$ cat config.mk
export PLATFORM = sky130hd
export DESIGN_NAME = pc_sequencer_flat
export DESIGN_NICKNAME = d
export VERILOG_FILES = /design/src/rtl/pc_sequencer_pkg.sv /design/src/rtl/pc_sequencer_if.sv /design/src/rtl/pc_ras.sv /design/src/rtl/pc_sequencer.sv /design/src/flat_wrapper.sv
export SDC_FILE = /design/constraint.sdc
export NUM_CORES = 1
export LEC_CHECK = 0
export CORE_UTILIZATION = 40
export CTS_BUF_LIST = sky130_fd_sc_hd__clkbuf_4
export CTS_CLUSTER_DIAMETER = 50
export DETAILED_ROUTE_END_ITERATION = 10
export GPL_TIMING_DRIVEN = 0
export SLEW_MARGIN = 20
export SYNTH_ARGS = -nofsm -noshare
export SYNTH_HDL_FRONTEND = slang
export SYNTH_SLANG_ARGS = --single-unit
$ cat constraint.sdc
create_clock -name clk -period 6.6 [get_ports clk]
set_input_delay 1.32 -clock clk [delete_from_list [all_inputs] [get_ports clk]]
set_output_delay 1.32 -clock clk [all_outputs]
set_load 0.02 [all_outputs]
$ cat src/rtl/pc_sequencer_pkg.sv
// Shared opcode constants, sequencer state encoding and link-register helper
// for the miniRV program-counter sequencer.
package pc_pkg;

   localparam logic [6:0] OP_JAL    = 7'b1101111;
   localparam logic [6:0] OP_JALR   = 7'b1100111;
   localparam logic [6:0] OP_BRANCH = 7'b1100011;

   typedef enum logic {
      RUN   = 1'b0,
      FAULT = 1'b1
   } state_t;

   // x1 (ra) and x5 (t0) are the calling-convention link registers
   function automatic logic is_link(logic [4:0] r);
      return (r == 5'd1) || (r == 5'd5);
   endfunction

endpackage

$ cat src/rtl/pc_sequencer_if.sv
// Decode/execute-side bundle for the PC sequencer: control-flow inputs from
// the pipeline and PC, link and prediction status back to it.
interface pc_sequencer_if #(
   parameter int XLEN  = 32,
   parameter int CNT_W = 16
);
   logic             stall;
   logic [6:0]       opcode;
   logic [4:0]       rd;
   logic [4:0]       rs1;
   logic [XLEN-1:0]  imm;
   logic [XLEN-1:0]  rs1_val;
   logic             branch_taken;
   logic             trap;
   logic [XLEN-1:0]  trap_vector;
   logic [XLEN-1:0]  pc_out;
   logic [XLEN-1:0]  link_value;
   logic             fault;
   logic             ret_mispredict;
   logic [CNT_W-1:0] mispredict_cnt;

   modport master (
      output stall, opcode, rd, rs1, imm, rs1_val, branch_taken, trap, trap_vector,
      input  pc_out, link_value, fault, ret_mispredict, mispredict_cnt
   );

   modport slave (
      input  stall, opcode, rd, rs1, imm, rs1_val, branch_taken, trap, trap_vector,
      output pc_out, link_value, fault, ret_mispredict, mispredict_cnt
   );
endinterface

$ cat src/rtl/pc_ras.sv
// Circular return-address stack. A simultaneous push and pop on a non-empty
// stack replaces the top entry in place, leaving the depth unchanged.
module pc_ras #(
   parameter int XLEN      = 32,
   parameter int RAS_DEPTH = 4
) (
   input  logic            clk,
   input  logic            rst_n,
   input  logic            push,
   input  logic            pop,
   input  logic [XLEN-1:0] push_data,
   output logic [XLEN-1:0] top_data,
   output logic            empty
);
   localparam int PTR_W = (RAS_DEPTH > 1) ? $clog2(RAS_DEPTH) : 1;
   localparam int CW    = $clog2(RAS_DEPTH + 1);
   localparam logic [CW-1:0] FULL = CW'(RAS_DEPTH);

   logic [XLEN-1:0]  r_mem [RAS_DEPTH];
   logic [PTR_W-1:0] r_top;
   logic [CW-1:0]    r_count;

   logic             w_replace;
   logic             w_push;
   logic             w_pop;
   logic [PTR_W-1:0] w_wr_ptr;

   assign empty     = (r_count == '0);
   assign top_data  = r_mem[r_top];
   assign w_replace = push && pop && !empty;
   assign w_push    = push && !w_replace;
   assign w_pop     = pop && !push && !empty;
   assign w_wr_ptr  = w_replace ? r_top : r_top + PTR_W'(1);

   // Entries need no reset; only pointer and count define what is valid
   always_ff @(posedge clk) begin
      if (w_push || w_replace) begin
         r_mem[w_wr_ptr] <= push_data;
      end
   end

   always_ff @(posedge clk or negedge rst_n) begin
      if (!rst_n) begin
         r_top   <= '0;
         r_count <= '0;
      end else if (w_push) begin
         r_top <= r_top + PTR_W'(1);
         if (r_count != FULL) begin
            r_count <= r_count + CW'(1);
         end
      end else if (w_pop) begin
         r_top   <= r_top - PTR_W'(1);
         r_count <= r_count - CW'(1);
      end
   end

endmodule

$ cat src/rtl/pc_sequencer.sv
// Fetch-boundary PC sequencer: sequential/JAL/JALR/branch/trap redirects,
// stall hold, misaligned-target fault and RAS-based return checking.
module pc_sequencer
   import pc_pkg::*;
#(
   parameter int              XLEN         = 32,
   parameter logic [XLEN-1:0] RESET_VECTOR = '0,
   parameter int              RAS_DEPTH    = 4,
   parameter int              CNT_W        = 16
) (
   input  logic          clk,
   input  logic          rst_n,
   pc_sequencer_if.slave bus
);
   state_t           r_state;
   state_t           w_state_next;
   logic [XLEN-1:0]  r_pc;
   logic [XLEN-1:0]  w_pc_next;
   logic             r_misp;
   logic             w_misp_next;
   logic [CNT_W-1:0] r_cnt;
   logic [CNT_W-1:0] w_cnt_next;

   logic [XLEN-1:0]  w_link;
   logic [XLEN-1:0]  w_jalr_sum;
   logic [XLEN-1:0]  w_target;
   logic [XLEN-1:0]  w_top_data;
   logic             w_empty;
   logic             w_push;
   logic             w_pop;
   logic             w_rd_link;
   logic             w_rs1_link;

   assign w_link     = r_pc + XLEN'(4);
   assign w_jalr_sum = bus.rs1_val + bus.imm;
   assign w_rd_link  = is_link(bus.rd);
   assign w_rs1_link = is_link(bus.rs1);

   always_comb begin
      w_target = w_link;
      case (bus.opcode)
         OP_JALR:   w_target = {w_jalr_sum[XLEN-1:1], 1'b0};
         OP_JAL:    w_target = r_pc + bus.imm;
         OP_BRANCH: w_target = bus.branch_taken ? (r_pc + bus.imm) : w_link;
         default:   w_target = w_link;
      endcase
   end

   always_comb begin
      w_state_next = r_state;
      w_pc_next    = r_pc;
      w_misp_next  = 1'b0;
      w_cnt_next   = r_cnt;
      w_push       = 1'b0;
      w_pop        = 1'b0;
      if (bus.trap) begin
         w_pc_next    = {bus.trap_vector[XLEN-1:2], 2'b00};
         w_state_next = RUN;
      end else if (r_state == FAULT) begin
         w_state_next = FAULT;
      end else if (bus.stall) begin
         w_state_next = RUN;
      end else if (w_target[1:0] != 2'b00) begin
         w_state_next = FAULT;
      end else begin
         w_pc_next = w_target;
         if (bus.opcode == OP_JAL) begin
            w_push = w_rd_link;
         end else if (bus.opcode == OP_JALR) begin
            // Same link register in rd and rs1 is a call, not a coroutine swap
            w_push = w_rd_link;
            w_pop  = w_rs1_link && !(w_rd_link && (bus.rd == bus.rs1));
         end
         if (w_pop && !w_empty) begin
            w_misp_next = (w_top_data != w_target);
            if (w_misp_next && (r_cnt != {CNT_W{1'b1}})) begin
               w_cnt_next = r_cnt + CNT_W'(1);
            end
         end
      end
   end

   always_ff @(posedge clk or negedge rst_n) begin
      if (!rst_n) begin
         r_state <= RUN;
         r_pc    <= RESET_VECTOR;
         r_misp  <= 1'b0;
         r_cnt   <= '0;
      end else begin
         r_state <= w_state_next;
         r_pc    <= w_pc_next;
         r_misp  <= w_misp_next;
         r_cnt   <= w_cnt_next;
      end
   end

   pc_ras #(
      .XLEN      (XLEN),
      .RAS_DEPTH (RAS_DEPTH)
   ) u_ras (
      .clk       (clk),
      .rst_n     (rst_n),
      .push      (w_push),
      .pop       (w_pop),
      .push_data (w_link),
      .top_data  (w_top_data),
      .empty     (w_empty)
   );

   assign bus.pc_out         = r_pc;
   assign bus.link_value     = w_link;
   assign bus.fault          = (r_state == FAULT);
   assign bus.ret_mispredict = r_misp;
   assign bus.mispredict_cnt = r_cnt;

endmodule

$ cat src/flat_wrapper.sv
// flat-port wrapper written by rule: the top's interface ports become plain ports
module pc_sequencer_flat import pc_pkg::*;
#(
   parameter int              XLEN         = 32,
   parameter logic [XLEN-1:0] RESET_VECTOR = '0,
   parameter int              RAS_DEPTH    = 4,
   parameter int              CNT_W        = 16
)
  (clk, rst_n, bus_stall, bus_opcode, bus_rd, bus_rs1, bus_imm, bus_rs1_val, bus_branch_taken, bus_trap, bus_trap_vector, bus_pc_out, bus_link_value, bus_fault, bus_ret_mispredict, bus_mispredict_cnt);
  pc_sequencer_if #(.XLEN(XLEN), .CNT_W(CNT_W)) bus_i ();
  input  logic clk;
  input  logic rst_n;
  input wire logic [$bits(bus_i.stall)-1:0] bus_stall;
  input wire logic [$bits(bus_i.opcode)-1:0] bus_opcode;
  input wire logic [$bits(bus_i.rd)-1:0] bus_rd;
  input wire logic [$bits(bus_i.rs1)-1:0] bus_rs1;
  input wire logic [$bits(bus_i.imm)-1:0] bus_imm;
  input wire logic [$bits(bus_i.rs1_val)-1:0] bus_rs1_val;
  input wire logic [$bits(bus_i.branch_taken)-1:0] bus_branch_taken;
  input wire logic [$bits(bus_i.trap)-1:0] bus_trap;
  input wire logic [$bits(bus_i.trap_vector)-1:0] bus_trap_vector;
  output wire logic [$bits(bus_i.pc_out)-1:0] bus_pc_out;
  output wire logic [$bits(bus_i.link_value)-1:0] bus_link_value;
  output wire logic [$bits(bus_i.fault)-1:0] bus_fault;
  output wire logic [$bits(bus_i.ret_mispredict)-1:0] bus_ret_mispredict;
  output wire logic [$bits(bus_i.mispredict_cnt)-1:0] bus_mispredict_cnt;
  assign bus_i.stall = bus_stall;
  assign bus_i.opcode = bus_opcode;
  assign bus_i.rd = bus_rd;
  assign bus_i.rs1 = bus_rs1;
  assign bus_i.imm = bus_imm;
  assign bus_i.rs1_val = bus_rs1_val;
  assign bus_i.branch_taken = bus_branch_taken;
  assign bus_i.trap = bus_trap;
  assign bus_i.trap_vector = bus_trap_vector;
  assign bus_pc_out = bus_i.pc_out;
  assign bus_link_value = bus_i.link_value;
  assign bus_fault = bus_i.fault;
  assign bus_ret_mispredict = bus_i.ret_mispredict;
  assign bus_mispredict_cnt = bus_i.mispredict_cnt;
  pc_sequencer #(.XLEN(XLEN), .RESET_VECTOR(RESET_VECTOR), .RAS_DEPTH(RAS_DEPTH), .CNT_W(CNT_W)) u_core (.clk(clk), .rst_n(rst_n), .bus(bus_i));
endmodule
==> flow_metrics.env <==
export IMPL_worstHoldEndpoint="u_core.bus.mispredict_cnt[15]"
export IMPL_nFillCells=3091
export IMPL_dp_cells=1996
export IMPL_synth_cells=1353
export IMPL_max_slew_margin=0.337
export IMPL_drt_first_iter_violations=978
export IMPL_synth_ff_type="edfxtp_1"
export IMPL_start_kind="input pin"
export IMPL_critical_path_top_delay_family="compound AO/OA/AOI/OAI gates"
export IMPL_synth_simple_gate_area_share=0.189
export IMPL_synth_warnings=0
export IMPL_rsz0062_at_grt="false"
export IMPL_hp_start="u_core.bus.mispredict_cnt[15]"
export IMPL_drt_wl_total_microns=48600
export IMPL_rrSetupSlack_ns=1.48
export IMPL_place_congestion=0.931
export IMPL_crit_path_end_kind="register"
export IMPL_layout_commonest_cell="clkdlybuf4s50_1"
export IMPL_synthXorXnorAreaFrac=0.0672
export IMPL_reg2reg_to="u_core.bus.mispredict_cnt[9]"
export IMPL_path_cells="clkdlybuf4s50_1 > ha_1 > inv_1 > fa_1 > nand2b_1 > a211oi_4 > o21ai_1 > a21oi_1 > nor3_1 > o31ai_1 > xor2_1 > or4_1 > nor4_1 > and4_1 > buf_6 > buf_6 > nor4_1 > xor2_1"
export IMPL_synth_fp_nets=1537
export IMPL_cts_tree="done"
export IMPL_cpPeakStageDelay_ns=0.64
export IMPL_power_leakage_nw=5.99
export IMPL_die_h_microns=184
export IMPL_reg2reg_depth=17
export IMPL_post_cts_buffers=0
export IMPL_worstSkewPairLatency_ns=0.57
export IMPL_grt_pass1_wl_microns=71900
export IMPL_hold_viol=0
export IMPL_drc=0
export IMPL_design_core_area_sq_mm=0.0326
export IMPL_dieArea_sq_mm=0.0340
export IMPL_fin_nets=1757
export IMPL_r2r_start="u_core.bus.pc_out[0]"
export IMPL_cts_resized=0
export IMPL_drive_gt1_frac=0.0895
export IMPL_finalSetupViolations=0
export IMPL_ir_drop_v=0.000118
export IMPL_antenna_found_initial=1
export IMPL_rows=66
export IMPL_period_share=0.874
export IMPL_cts_buffers_inserted=17
export IMPL_die_x_microns=184
export IMPL_whs_path_depth=1
export IMPL_synthAdderAreaFrac=0.0638
export IMPL_cellPowerDensity_mw_per_mm2=182
export IMPL_start_util=0.408
export IMPL_critPathRequiredTime_ns=7.05
export IMPL_worstSetupPathType="in -> reg"
export IMPL_slew_viol_final=0
export IMPL_grt_max_degree=36
export IMPL_synthMuxAreaShare=0.0733
export IMPL_cts_root_buf="clkbuf_4"
export IMPL_cts_path_max_buffers=2
export IMPL_synth_distinct_cells=93
export IMPL_avgSynthCellArea_sq_um=9.83
export IMPL_port_buffers=195
export IMPL_maxCapViolCount=0
export IMPL_synth_edf_count=128
export IMPL_fin_skew_ns=0.0353
export IMPL_grtUsageTotal=0.290
export IMPL_synth_top_family_by_area="simple AND/OR/NAND/NOR gates"
export IMPL_ys_ff_latch=183
export IMPL_first_global_vias=11800
export IMPL_vias=12200
export IMPL_fin_crit_ns=5.77
export IMPL_areaGrowthSynthToFinish_pct=22.3
export IMPL_worstMarginPinSlew_ns=0.986
export IMPL_critical_path_buf_inv_count=4
export IMPL_crit_cells=18
export IMPL_arrival_ns=6.22
export IMPL_ctsHoldBuffers=0
export IMPL_drtAntennaViolNets=0
export IMPL_grt_ovfl_total=0
export IMPL_mostFrequentLayoutCells="clkdlybuf4s50_1 (194), nand2_1 (139), edfxtp_1 (128)"
export IMPL_outcome="completed"
export IMPL_hpwlAfterDp_microns=39400
export IMPL_netlist_area_sq_mm=0.0133
export IMPL_hold_class="reg -> reg"
export IMPL_synth_compound_area_share=0.183
export IMPL_synthArstFlopShare=0.301
export IMPL_cts_num_sinks=183
export IMPL_yosysSeqAreaShare=0.393
export IMPL_wire_per_inst_microns=23.9
export IMPL_ctsHtreeMaxLevel=4
export IMPL_first_pass_iters=5
export IMPL_instances_no_fill=2029
export IMPL_p_total_mw=2.96
export IMPL_ios=200
export IMPL_fin_tns_setup_ns=0
export IMPL_clk_pin_slew_ns=0.15
export IMPL_worst_path_max_fanout=10
export IMPL_viasPerCell=5.99
export IMPL_timing_fmax_mhz=173
export IMPL_slowest_stage="o31ai_1"
per-layer routing:
| metal | vias to the layer above | wire, microns | GRT usage |
|---|---|---|---|
| met5 | - | 0 | 0 |
| met4 | 0 | 1720 | 0.117 |
| met3 | 76 | 2790 | 0.0320 |
| met2 | 491 | 22600 | 0.467 |
| met1 | 5945 | 21500 | 0.398 |
| li1 | 5651 | - | - |
kinds of logic after synthesis:
family	after synthesis
AND/OR/NAND/NOR	480
XOR/XNOR	102
AO/OA/AOI/OAI	370
adder cells (fa/ha/maj)	66
multiplexers	56
buffers and inverters	96
flip-flops	183
worst max-delay path by stage:
| stage | to | startpoint | slack [ns] |
|---|---|---|---|
| final | u_core.bus.mispredict_cnt[9] | bus_imm[0] | 0.83 |
| after global routing | u_core.bus.mispredict_cnt[9] | bus_imm[0] | 0.70 |
| after CTS | u_core.bus.mispredict_cnt[9] | bus_imm[0] | 0.97 |
| after detailed placement | u_core.bus.mispredict_cnt[9] | bus_imm[0] | 0.35 |
| after global placement | u_core.u_ras.r_mem[0][30] | bus_opcode[1] | -2.72 |
| after floorplan | u_core.u_ras.r_mem[0][0] | bus_imm[0] | 0.52 |
area by class of cell:
cell class / instances / area (sq um) / share of cell area
diodes: 1 / 2.50 / 0.000154
multi-input cells: 1074 / 7700 / 0.474
clock inverters: 14 / 130 / 0.00800
well taps: 442 / 553 / 0.0340
flip-flops and latches: 183 / 5220 / 0.321
repair buffers: 201 / 2110 / 0.130
inverters: 25 / 93.8 / 0.00577
clock buffers: 18 / 135 / 0.00831
plain buffers: 71 / 317 / 0.0195
power by group:
group | total, mW | internal (mW) | switching [mW]
Combinational | 1.03 | 0.403 | 0.627
Clock | 0.601 | 0.226 | 0.375
Sequential | 1.33 | 1.27 | 0.0645
worst reg2reg max path, cell delays in order (launching register included):
cell      delay (ns)
dfrtp_1         0.61
ha_1            0.25
inv_1           0.05
fa_1            0.40
nand2b_1        0.22
a211oi_4        0.38
o21ai_1         0.14
a21oi_1         0.49
nor3_1          0.09
o31ai_1         0.64
xor2_1          0.18
or4_1           0.50
nor4_1          0.22
and4_1          0.29
buf_6           0.16
buf_6           0.14
nor4_1          0.08
xor2_1          0.17
through the flow:
stage / setup WS [ns] / util / hold WS [ns] / cell area (sq um)
finish: 0.832 / 0.499 / 0.504 / 16300
global route: 0.699 / 0.499 / 0.523 / 16300
CTS: 0.973 / 0.498 / 0.506 / 16300
detailed placement: 0.352 / 0.490 / 0.482 / 16000
global placement: -2.72 / 0.484 / 0.473 / 15800
floorplan: 0.525 / - / 0.550 / 13300
cells in the mapped netlist (all sizes together) (20+ instances only):
| library cell | number | area, sq um |
|---|---|---|
| xnor2 | 45 | 394 |
| a21oi | 101 | 517 |
| xor2 | 57 | 499 |
| mux4 | 32 | 721 |
| inv | 25 | 93.8 |
| dfrtp | 55 | 1380 |
| nor4 | 22 | 150 |
| and3 | 22 | 138 |
| o21ai | 94 | 470 |
| nor3 | 38 | 206 |
| nand4 | 34 | 213 |
| edfxtp | 128 | 3840 |
| nand3 | 38 | 200 |
| buf | 27 | 149 |
| nand2 | 139 | 522 |
| nor2 | 84 | 318 |
| a21o | 20 | 150 |
| clkbuf | 44 | 168 |
| ha | 63 | 788 |
registers in the layout, summed over array words and instances, names as in the netlist:
name	flops
u_core.bus.mispredict_cnt	16
u_core.bus.ret_mispredict	1
u_core.u_ras.r_mem	128
u_core.bus.fault	1
u_core.u_ras.r_count	3
u_core.bus.pc_out	32
u_core.u_ras.r_top	2
Note: power is estimated with default switching activity, not from simulation.
